`src/rtl/coin_pkg.sv`:
```
// rtl/coin_pkg.sv - shared types, widths and LFSR helper for the coin dispatcher
// Contents:
//   lane_state_e : per-lane state encoding
//   N_LANES_DEF  : default lane count
//   SCORE_W      : score counter width
//   MISS_W       : miss counter width
//   CNT_W        : lane frame-counter width
//   LFSR_TAPS    : feedback mask for the 16-bit Fibonacci LFSR
//   lfsr_next()  : one LFSR step
package coin_pkg;

  typedef enum logic [2:0] {
    IDLE,
    TRAVEL,
    CATCH,
    HIT,
    MISS,
    COOL
  } lane_state_e;

  localparam int N_LANES_DEF = 3;
  localparam int SCORE_W     = 16;
  localparam int MISS_W      = 8;
  localparam int CNT_W       = 8;

  // Taps 16,14,13,11 map to bit positions 15,13,12,10.
  localparam logic [15:0] LFSR_TAPS = 16'hB400;

  function automatic logic [15:0] lfsr_next(input logic [15:0] s);
    return {s[14:0], ^(s & LFSR_TAPS)};
  endfunction

endpackage

```
`src/rtl/coin_dispatcher_if.sv`:
```
// rtl/coin_dispatcher_if.sv - per-lane signal bundle between dispatcher and coin sprites
// Signals:
//   o_active      : lane coin active (dispatcher -> coin)
//   o_lane_busy   : lane not idle (dispatcher -> HUD)
//   i_coin_hit    : coin sprite opaque at current pixel (coin -> dispatcher)
//   i_in_position : coin reached its catch position, async (coin -> dispatcher)
// Modports: master = dispatcher side, slave = coin side.
interface coin_dispatcher_if #(
  parameter int N_LANES = 3
);

  logic [N_LANES-1:0] o_active;
  logic [N_LANES-1:0] o_lane_busy;
  logic [N_LANES-1:0] i_coin_hit;
  logic [N_LANES-1:0] i_in_position;

  modport master (
    output o_active,
    output o_lane_busy,
    input  i_coin_hit,
    input  i_in_position
  );

  modport slave (
    input  o_active,
    input  o_lane_busy,
    output i_coin_hit,
    output i_in_position
  );

endinterface

```
`src/rtl/coin_lane_fsm.sv`:
```
// rtl/coin_lane_fsm.sv - one coin lane: launch, travel watchdog, catch window, cooldown
// Ports:
//   clk, rst_n    : pixel clock, async active-low reset
//   frame_tick    : one-cycle pulse per frame
//   spawn         : grant from the arbiter (acted on only in IDLE)
//   in_position   : raw async in_position from the coin
//   collide       : player and this coin opaque at the current pixel
//   active        : lane in TRAVEL or CATCH (combinational)
//   busy          : lane not in IDLE (combinational)
//   hit_evt       : lane in HIT this cycle
//   miss_evt      : lane in MISS this cycle
module coin_lane_fsm
  import coin_pkg::*;
#(
  parameter int TRAVEL_FRAMES   = 64,
  parameter int CATCH_FRAMES    = 20,
  parameter int COOLDOWN_FRAMES = 4
) (
  input  logic clk,
  input  logic rst_n,
  input  logic frame_tick,
  input  logic spawn,
  input  logic in_position,
  input  logic collide,
  output logic active,
  output logic busy,
  output logic hit_evt,
  output logic miss_evt
);

  lane_state_e      state, state_nxt;
  logic [CNT_W-1:0] cnt, cnt_nxt;
  logic             ip_s1, ip_s2;

  // One counter serves travel, window and cooldown since only one runs per state.
  always_ff @(posedge clk or negedge rst_n) begin
    if (!rst_n) begin
      state <= IDLE;
      cnt   <= '0;
      ip_s1 <= 1'b0;
      ip_s2 <= 1'b0;
    end else begin
      state <= state_nxt;
      cnt   <= cnt_nxt;
      ip_s1 <= in_position;
      ip_s2 <= ip_s1;
    end
  end

  always_comb begin
    state_nxt = state;
    cnt_nxt   = cnt;
    unique case (state)
      IDLE: begin
        if (spawn) begin
          state_nxt = TRAVEL;
          cnt_nxt   = CNT_W'(TRAVEL_FRAMES);
        end
      end
      TRAVEL: begin
        if (ip_s2) begin
          state_nxt = CATCH;
          cnt_nxt   = CNT_W'(CATCH_FRAMES);
        end else if (frame_tick) begin
          cnt_nxt = cnt - 1'b1;
          if (cnt == CNT_W'(1)) state_nxt = MISS;
        end
      end
      CATCH: begin
        // Collision is checked first so a hit beats an expiring window.
        if (collide) begin
          state_nxt = HIT;
        end else if (frame_tick) begin
          cnt_nxt = cnt - 1'b1;
          if (cnt == CNT_W'(1)) state_nxt = MISS;
        end
      end
      HIT, MISS: begin
        state_nxt = COOL;
        cnt_nxt   = CNT_W'(COOLDOWN_FRAMES);
      end
      COOL: begin
        if (frame_tick) begin
          cnt_nxt = cnt - 1'b1;
          if (cnt == CNT_W'(1)) state_nxt = IDLE;
        end
      end
      default: state_nxt = IDLE;
    endcase
  end

  assign active   = (state == TRAVEL) || (state == CATCH);
  assign busy     = (state != IDLE);
  assign hit_evt  = (state == HIT);
  assign miss_evt = (state == MISS);

endmodule

```
`src/rtl/coin_dispatcher.sv`:
```
// rtl/coin_dispatcher.sv - launches coin sprites, arbitrates lanes, keeps score and misses
// Ports:
//   i_clk, i_rst_n : pixel clock, async active-low reset
//   i_v_sync       : async frame strobe
//   i_enable       : permits new spawns
//   i_player_hit   : player sprite opaque at current pixel
//   lanes          : per-lane bundle (o_active, o_lane_busy, i_coin_hit, i_in_position)
//   o_score        : catches, saturating
//   o_misses       : misses, saturating
//   o_hit_pulse    : one-cycle pulse on any catch
//   o_miss_pulse   : one-cycle pulse on any miss
module coin_dispatcher
  import coin_pkg::*;
#(
  parameter int          N_LANES         = N_LANES_DEF,
  parameter int          SPAWN_PERIOD    = 90,
  parameter int          CATCH_FRAMES    = 20,
  parameter int          TRAVEL_FRAMES   = 64,
  parameter int          COOLDOWN_FRAMES = 4,
  parameter logic [15:0] LFSR_SEED       = 16'hACE1
) (
  input  logic                i_clk,
  input  logic                i_rst_n,
  input  logic                i_v_sync,
  input  logic                i_enable,
  input  logic                i_player_hit,
  coin_dispatcher_if.master   lanes,
  output logic [SCORE_W-1:0]  o_score,
  output logic [MISS_W-1:0]   o_misses,
  output logic                o_hit_pulse,
  output logic                o_miss_pulse
);

  localparam int SP_W = $clog2(SPAWN_PERIOD + 1);

  logic               vs_s1, vs_s2, vs_s3;
  logic               frame_tick;
  logic [SP_W-1:0]    spawn_cnt;
  logic [15:0]        lfsr;
  logic               spawn_try;
  logic [1:0]         cand;
  logic [N_LANES-1:0] grant, active_now, busy_now, hit_evt, miss_evt;
  logic [SCORE_W:0]   score_sum;
  logic [MISS_W:0]    miss_sum;
  logic [SCORE_W-1:0] score_q;
  logic [MISS_W-1:0]  misses_q;

  assign frame_tick = vs_s2 & ~vs_s3;
  assign spawn_try  = frame_tick & i_enable & (spawn_cnt == SP_W'(SPAWN_PERIOD - 1));

  // Candidate lane from the LFSR (3 folds onto 1), then first free lane going upward
  // modulo N_LANES. The outer loop runs backwards so the nearest free lane wins.
  always_comb begin
    cand  = (lfsr[1:0] == 2'd3) ? 2'd1 : lfsr[1:0];
    grant = '0;
    if (spawn_try) begin
      for (int k = N_LANES - 1; k >= 0; k--) begin
        for (int l = 0; l < N_LANES; l++) begin
          if (((int'(cand) + k) % N_LANES == l) && !busy_now[l]) begin
            grant    = '0;
            grant[l] = 1'b1;
          end
        end
      end
    end
  end

  for (genvar l = 0; l < N_LANES; l++) begin : g_lane
    coin_lane_fsm #(
      .TRAVEL_FRAMES  (TRAVEL_FRAMES),
      .CATCH_FRAMES   (CATCH_FRAMES),
      .COOLDOWN_FRAMES(COOLDOWN_FRAMES)
    ) u_lane (
      .clk        (i_clk),
      .rst_n      (i_rst_n),
      .frame_tick (frame_tick),
      .spawn      (grant[l]),
      .in_position(lanes.i_in_position[l]),
      .collide    (i_player_hit & lanes.i_coin_hit[l]),
      .active     (active_now[l]),
      .busy       (busy_now[l]),
      .hit_evt    (hit_evt[l]),
      .miss_evt   (miss_evt[l])
    );
  end

  assign score_sum = {1'b0, score_q} + (SCORE_W + 1)'($countones(hit_evt));
  assign miss_sum  = {1'b0, misses_q} + (MISS_W + 1)'($countones(miss_evt));

  always_ff @(posedge i_clk or negedge i_rst_n) begin
    if (!i_rst_n) begin
      vs_s1             <= 1'b0;
      vs_s2             <= 1'b0;
      vs_s3             <= 1'b0;
      spawn_cnt         <= '0;
      lfsr              <= LFSR_SEED;
      lanes.o_active    <= '0;
      lanes.o_lane_busy <= '0;
      o_hit_pulse       <= 1'b0;
      o_miss_pulse      <= 1'b0;
      score_q           <= '0;
      misses_q          <= '0;
    end else begin
      vs_s1             <= i_v_sync;
      vs_s2             <= vs_s1;
      vs_s3             <= vs_s2;
      if (frame_tick) begin
        lfsr      <= lfsr_next(lfsr);
        spawn_cnt <= (spawn_cnt == SP_W'(SPAWN_PERIOD - 1)) ? '0 : spawn_cnt + 1'b1;
      end
      lanes.o_active    <= active_now;
      lanes.o_lane_busy <= busy_now;
      o_hit_pulse       <= |hit_evt;
      o_miss_pulse      <= |miss_evt;
      if (|hit_evt)  score_q  <= score_sum[SCORE_W] ? '1 : score_sum[SCORE_W-1:0];
      if (|miss_evt) misses_q <= miss_sum[MISS_W]   ? '1 : miss_sum[MISS_W-1:0];
    end
  end

  assign o_score  = score_q;
  assign o_misses = misses_q;

endmodule
```
`src/flat_wrapper.sv`:
```
// flat-port wrapper written by rule: the top's interface ports become plain ports
module coin_dispatcher_flat import coin_pkg::*;
#(
  parameter int          N_LANES         = N_LANES_DEF,
  parameter int          SPAWN_PERIOD    = 90,
  parameter int          CATCH_FRAMES    = 20,
  parameter int          TRAVEL_FRAMES   = 64,
  parameter int          COOLDOWN_FRAMES = 4,
  parameter logic [15:0] LFSR_SEED       = 16'hACE1
)
  (i_clk, i_rst_n, i_v_sync, i_enable, i_player_hit, o_score, o_misses, o_hit_pulse, o_miss_pulse, lanes_o_active, lanes_o_lane_busy, lanes_i_coin_hit, lanes_i_in_position);
  coin_dispatcher_if #(.N_LANES(N_LANES)) lanes_i ();
  input  logic i_clk;
  input  logic i_rst_n;
  input  logic i_v_sync;
  input  logic i_enable;
  input  logic i_player_hit;
  output logic [SCORE_W-1:0] o_score;
  output logic [MISS_W-1:0] o_misses;
  output logic o_hit_pulse;
  output logic o_miss_pulse;
  output wire logic [$bits(lanes_i.o_active)-1:0] lanes_o_active;
  output wire logic [$bits(lanes_i.o_lane_busy)-1:0] lanes_o_lane_busy;
  input wire logic [$bits(lanes_i.i_coin_hit)-1:0] lanes_i_coin_hit;
  input wire logic [$bits(lanes_i.i_in_position)-1:0] lanes_i_in_position;
  assign lanes_o_active = lanes_i.o_active;
  assign lanes_o_lane_busy = lanes_i.o_lane_busy;
  assign lanes_i.i_coin_hit = lanes_i_coin_hit;
  assign lanes_i.i_in_position = lanes_i_in_position;
  coin_dispatcher #(.N_LANES(N_LANES), .SPAWN_PERIOD(SPAWN_PERIOD), .CATCH_FRAMES(CATCH_FRAMES), .TRAVEL_FRAMES(TRAVEL_FRAMES), .COOLDOWN_FRAMES(COOLDOWN_FRAMES), .LFSR_SEED(LFSR_SEED)) u_core (.i_clk(i_clk), .i_rst_n(i_rst_n), .i_v_sync(i_v_sync), .i_enable(i_enable), .i_player_hit(i_player_hit), .lanes(lanes_i), .o_score(o_score), .o_misses(o_misses), .o_hit_pulse(o_hit_pulse), .o_miss_pulse(o_miss_pulse));
endmodule
```
`config.mk`:
```
export PLATFORM = sky130hd
export DESIGN_NAME = coin_dispatcher_flat
export DESIGN_NICKNAME = d
export VERILOG_FILES = /design/src/rtl/coin_pkg.sv /design/src/rtl/coin_dispatcher_if.sv /design/src/rtl/coin_lane_fsm.sv /design/src/rtl/coin_dispatcher.sv /design/src/flat_wrapper.sv
export SDC_FILE = /design/constraint.sdc
export NUM_CORES = 1
export LEC_CHECK = 0
export CAP_MARGIN = 20
export CORE_MARGIN = 4
export CORE_UTILIZATION = 63
export DETAILED_ROUTE_END_ITERATION = 12
export PLACE_DENSITY_LB_ADDON = 0.1
export SLEW_MARGIN = 20
export SYNTH_ARGS = -nofsm -noshare
export SYNTH_HDL_FRONTEND = slang
export SYNTH_SLANG_ARGS = --single-unit
```
`constraint.sdc`:
```
create_clock -name i_clk -period 4 [get_ports i_clk]
set_clock_uncertainty 0.05 [all_clocks]
set_input_delay 0.4 -clock i_clk [delete_from_list [all_inputs] [get_ports i_clk]]
set_output_delay 0.4 -clock i_clk [all_outputs]
set_load 0.01 [all_outputs]
```
### After elaboration in Yosys (flattened, before gate mapping)

Index checks and enable logic that the tools add are counted.
Widths: inputs -> output; s select.

| operators by class | value |
|---|---|
| reduce and logical (&&, ||, !) cells | 39 |
| div/mod/pow operators | 3 |
| $add $sub $neg | 12 |
| equal/unequal tests | 38 |
| bitwise gates (word level) | 7 |
| mux-type cells | 53 |

Operator list:

| cell | count |
|---|---|
| $pmux 8 s5 | 3 |
| $mux 8 | 13 |
| $eq 32x2->1 const B | 3 |
| $eq 32x3->1 const B | 3 |
| $logic_not 32->1 | 3 |
| $mux 3 | 29 |
| $mod 32x3->32 const B | 2 |
| $pmux 3 s5 | 3 |
| $mod 3x3->32 const B | 1 |
| $eq 8x1->1 const B | 3 |
| $sub 8x1->8 const B | 3 |
| $eq 3x2->1 const B | 6 |
| $eq 3x3->1 const B | 6 |
| $reduce_and 3->1 | 6 |
| $add 16x17->17 | 1 |
| $add 17x1->17 | 1 |
| $mux 16 | 1 |
| $reduce_xor 16->1 | 1 |
| $reduce_bool 5->1 | 3 |
| $ne 2x1->1 const B | 6 |
| $ne 2x2->1 const B | 6 |
| $add 8x9->9 | 1 |
| $add 9x1->9 | 1 |
| $eq 3x1->1 const B | 3 |
| other kinds (18) | 44 |

| word-level totals | value |
|---|---|
| register bits | 97 |
| input port bits | 11 |
| output and inout bits | 32 |

### Logic depth before layout (Yosys ltp)

| depth | value |
|---|---|
| depth after elaboration | 18 |
| gate-level depth with buffers | 10 |
| mapped depth without buffers | 10 |

### Hierarchy

From an unflattened synthesis, not the netlist that was laid out.

| second synthesis, totals | value |
|---|---|
| cells, all modules | 542 |
| area, all modules | 5416.4 µm² |

By module, submodules not included:

| module | area each (µm²) | cells an instance | times used | sequential area each (µm²) |
|---|---|---|---|---|
| coin_dispatcher | 2730.1 | 261 | 1 | 1461.4 |
| coin_lane_fsm (u_core.g_lane[0].u_lane ...) | 892.1 | 93 | 2 | 325.3 |
| coin_lane_fsm (u_core.g_lane[2].u_lane) | 902.1 | 95 | 1 | 325.3 |

### Worst setup path before layout

Ideal clock, no wire load.

| timing path | value |
|---|---|
| path kind | register -> register |
| from | register u_core.g_lane[1].u_lane.state[1] |
| to | register u_core.score_q[14], in the netlist u_core.o_score[14] |
| stages on the path, launching flop included | 11 |
| path buffers | 0 |
| arrival | 2.656 ns |
| setup slack | 1.205 ns |
| setup time | 0.088 ns |
| period minus slack after synthesis | 2.795 ns |
| cell sequence | dfrtp_1 and3b_1 ha_1 inv_1 fa_1 fa_1 and3b_1 o31a_1 and3_1 a31oi_1 a41oi_1 |

| on the way | value |
|---|---|
| longest elaborated chain between the ends | 5 |
| elaborated cells between the ends (all ways) | 6 |

Ends and longest elaborated chain:

| what | RTL line | text |
|---|---|---|
| start, declared | coin_lane_fsm.sv:31 | `lane_state_e state, state_nxt;` |
| start signal, assigned | coin_lane_fsm.sv:43 | `state <= state_nxt;` |
| $eq 3x2->1 (*) | coin_lane_fsm.sv:94 | `assign hit_evt = (state == HIT);` |
| $add 1x1->2 (not written as such) | coin_dispatcher.sv:87 | `assign score_sum = {1'b0, score_q} + (SCORE_W + 1)'($countones(hit_evt));` |
| $add 17x1->17 (not written as such) | coin_dispatcher.sv:87 |  |
| $add 16x17->17 | coin_dispatcher.sv:87 |  |
| $mux 16 | coin_dispatcher.sv:115 | `if (\|hit_evt) score_q <= score_sum[SCORE_W] ? '1 : score_sum[SCORE_W-1:0];` |
| end signal, assigned | coin_dispatcher.sv:115 |  |
| end, declared | coin_dispatcher.sv:45 | `logic [SCORE_W-1:0] score_q;` |

Every way passes the cells marked *; elsewhere a longest branch is shown, timed or not.
A chain may end at the register's enable or synchronous reset.

### Worst setup path after layout

| timing path | value |
|---|---|
| from | register u_core.g_lane[0].u_lane.state[2] |
| to | register u_core.score_q[14], in the netlist u_core.o_score[14] |

| on the way | value |
|---|---|
| longest elaborated chain between the ends | 5 |
| elaborated cells between the ends (all ways) | 6 |

Ends and longest elaborated chain:

| what | RTL line |
|---|---|
| start, declared | coin_lane_fsm.sv:31 |
| start signal, assigned | coin_lane_fsm.sv:43 |
| $eq 3x2->1 (*) | coin_lane_fsm.sv:94 |
| $add 1x1->2 (not written as such) | coin_dispatcher.sv:87 |
| $add 17x1->17 (not written as such) | coin_dispatcher.sv:87 |
| $add 16x17->17 | coin_dispatcher.sv:87 |
| $mux 16 | coin_dispatcher.sv:115 |

Marks and branches as above.

==> results.tsv <==
metric	value	unit
H-Tree Depth	3	
sequential share of power	50.0	%
Starting DRT DRC Count	334	
largest net degree at the start of global routing	73	
yosys warns	0	
DP Wirelength	8040	um
count of cell types in the netlist	70	
leakage	2.68	nW
Cell Pwr Density	413	nW/um^2
clock latency on the worst-skew pair	0.36	ns
NetSw	0.837	mW
final hold vios	0	
Overall Global Routing Usage	24.3	%
Logic pwr share	24.9	%
clock group share of total power	25.2	%
Final Setup Violations	0	
DR WL/cell	15.8	um
number of synthesized flops with an enable pin	0	
switch share	34.4	%
Chip Width	99.4	um
vias per cell	6.10	
Post-CTS Setup Repair Bufs	0	
Worst-path clk slew	0.10	ns
Core Util, Final	72.1	%
Initial Util	64.4	%
post-cts hold buffer count	0	
# Max-Cap Violations	0	
count of pins over their slew limit	0	
initial antenna violation count	0	
First-pass DRT Iterations	5	
share of cells above drive strength 1	7.03	%
GRT overflow	0	
row cnt	33	
Worst Setup End Kind	register	
remaining antenna violation count	0	
fin crit period	3.28	ns
clk root buf	clkbuf_8	
port bufs	42	
Pint	1.60	mW
clk sinks	97	
Placer Congestion	0.934	
Crit Path Max Fanout	12	
Syn Area/Cell	9.06	sq um
core box area	8180	sq um
Slew HR	40.4	%
chip height	99.4	um
commonest non-fill, non-tap cell in the layout	dfrtp_1	
die area	9880	sq um
Crit Path Category	reg -> reg	
vias in the first global route	4171	
setup TNS	0	ns
fin crit share	82.0	%
ys flop type	dfrtp_1	
synthesized area	5260	sq um
diodes inserted	0	
first-pass GRT wire length	19900	um
CTS buffer count	9	
area delta synth->final	12.1	%
CTS-repair resized insts	0	
Max VDD drop	0.000310	V
status	finished, final reports clean	
synthesized net count	608	
Min-Delay Path Class	in -> async	
clock tree buffer depth	2	
sequential area share after synthesis	46.3	%
Vias	4373	
Mapped Cells	581	
Peak Freq	0.305	GHz
CTS tree	done	
most frequent cells in the layout	dfrtp_1 (89), nand2_1 (88), nor2_1 (45), a21oi_1 (41), clkdlybuf4s50_1 (41)	
Critical Path RT	4.22	ns
DRC viols	0	
critical path data arrival time	3.50	ns
Setup crit start kind	register	
Worst-Margin Slew	0.894	ns
I/O Pins	43	
Nets	634	
async set-reset flop share out of synthesis	100	%
wirelength, routed	11400	um
synthesized flop and latch total	97	
RSZ-0062 raised after global routing	false	
## layer usage
| layer | vias to the layer above | routed length, um | global-route usage (%) | part of all wire [%] |
|---|---|---|---|---|
| li1 | 2121 | - | - | - |
| met1 | 2109 | 5050 | 34.2 | 45 |
| met2 | 134 | 5500 | 39.7 | 48 |
| met3 | 9 | 694 | 3.93 | 6.1 |
| met4 | 0 | 107 | 5.99 | 0.94 |
| met5 | - | 0 | 0 | 0 |
## cell type report
cell class | instances | area [sq um]
clock inverters | 7 | 62.6
fillers | 625 | 2280
well taps | 105 | 131
repair buffers | 45 | 440
clock buffers | 9 | 124
inverters | 25 | 93.8
flip-flops and latches | 97 | 2440
multi-input cells | 429 | 2610
## power by group through the flow
stage	Sequential (mW)	Combinational (mW)	Clock (mW)
after CTS	1.21	0.606	0.624
after detailed placement	1.23	0.604	0
after floorplan	1.20	0.437	0
after global placement	1.23	0.580	0
after global routing	1.24	0.681	0.661
final	1.22	0.607	0.613
## cell usage after synthesis (3+ instances only)
| cell type | n | area [sq um] |
|---|---|---|
| nor4_1 | 8 | 50.1 |
| and3_1 | 11 | 68.8 |
| dfstp_2 | 8 | 210 |
| o21ai_1 | 6 | 30.0 |
| nand2b_1 | 9 | 56.3 |
| ha_1 | 12 | 150 |
| mux2i_1 | 3 | 30.0 |
| clkbuf_1 | 19 | 71.3 |
| buf_2 | 8 | 40.0 |
| or3_1 | 5 | 31.3 |
| dfrtp_1 | 89 | 2230 |
| a21oi_1 | 41 | 205 |
| a2bb2oi_1 | 3 | 26.3 |
| o21ai_0 | 27 | 135 |
| a21boi_1 | 3 | 22.5 |
| o31ai_1 | 8 | 60.1 |
| inv_1 | 24 | 90.1 |
| and2_1 | 5 | 31.3 |
| nor2b_1 | 10 | 62.6 |
| fa_1 | 4 | 80.1 |
| xnor2_1 | 5 | 43.8 |
| and4_1 | 5 | 43.8 |
| a211oi_1 | 5 | 37.5 |
| nand3b_1 | 3 | 22.5 |
| and3b_1 | 5 | 43.8 |
| nand3_1 | 17 | 85.1 |
| nor3b_1 | 3 | 22.5 |
| nand4_1 | 6 | 37.5 |
| o22ai_1 | 3 | 18.8 |
| a21o_1 | 6 | 45.0 |
| nor2_1 | 45 | 169 |
| a41o_1 | 3 | 30.0 |
| nor3_1 | 14 | 70.1 |
| nand2_1 | 88 | 330 |
| xor2_1 | 5 | 43.8 |
| a221oi_1 | 3 | 26.3 |
| a31oi_1 | 20 | 125 |
## cell families (layout without fill, tap and decap cells)
family / after synthesis / after routing / synth area share, %
AND/OR/NAND/NOR: 249 / 249 / 24.3
AO/OA/AOI/OAI: 150 / 150 / 18.4
flip-flops: 97 / 97 / 46.3
buffers and inverters: 55 / 86 / 4.18
adder cells (fa/ha/maj): 16 / 16 / 4.37
XOR/XNOR: 10 / 10 / 1.66
multiplexers: 4 / 4 / 0.784
## through the flow
stage               instance area, sq um  power, mW  hold slack, ns  setup WS (ns)  std cells
floorplan                           5260       1.63          0.0544           1.21        581
global placement                    5710       1.81           0.284          0.890        701
detailed placement                  5710       1.84           0.285          0.769        701
CTS                                 5900       2.44           0.142          0.742        717
global route                        5900       2.58           0.185          0.523        717
finish                              5900       2.44           0.100          0.720        717
## sequential cells by signal (all words and copies together), names as in the netlist
signal,count
u_core.g_lane.u_lane.cnt,24
u_core.g_lane.u_lane.ip_s1,3
u_core.g_lane.u_lane.ip_s2,3
u_core.g_lane.u_lane.state,9
u_core.lanes.o_active,3
u_core.lanes.o_lane_busy,3
u_core.lfsr,16
u_core.o_hit_pulse,1
u_core.o_miss_pulse,1
u_core.o_misses,8
u_core.o_score,16
u_core.spawn_cnt,7
u_core.vs_s1,1
u_core.vs_s2,1
u_core.vs_s3,1
## worst paths after layout
kind | start | end | slack [ns] | depth (start not counted)
hold reg to reg | u_core.vs_s1 | u_core.vs_s2 | 0.31 | 0
max in group asynchronous | i_rst_n | u_core.lfsr[15] | 2.89 | 2
hold / removal | i_rst_n | u_core.o_score[9] | 0.10 | 1
setup / recovery | u_core.g_lane[0].u_lane.state[2] | u_core.o_score[14] | 0.72 | 10
setup reg to reg | u_core.g_lane[0].u_lane.state[2] | u_core.o_score[14] | 0.72 | 10
min in group i_clk | u_core.vs_s1 | u_core.vs_s2 | 0.31 | 0
## worst max-delay path, cell delays in order, from the launching register on
cell and delay [ns]:
dfrtp_1 0.55, and3b_1 0.26, ha_1 0.28, inv_1 0.05, fa_1 0.44, fa_1 0.41
and3b_1 0.29, o31a_1 0.31, and3_1 0.26, a31oi_1 0.10, a41oi_1 0.17
(Power assumes the default switching activity.)
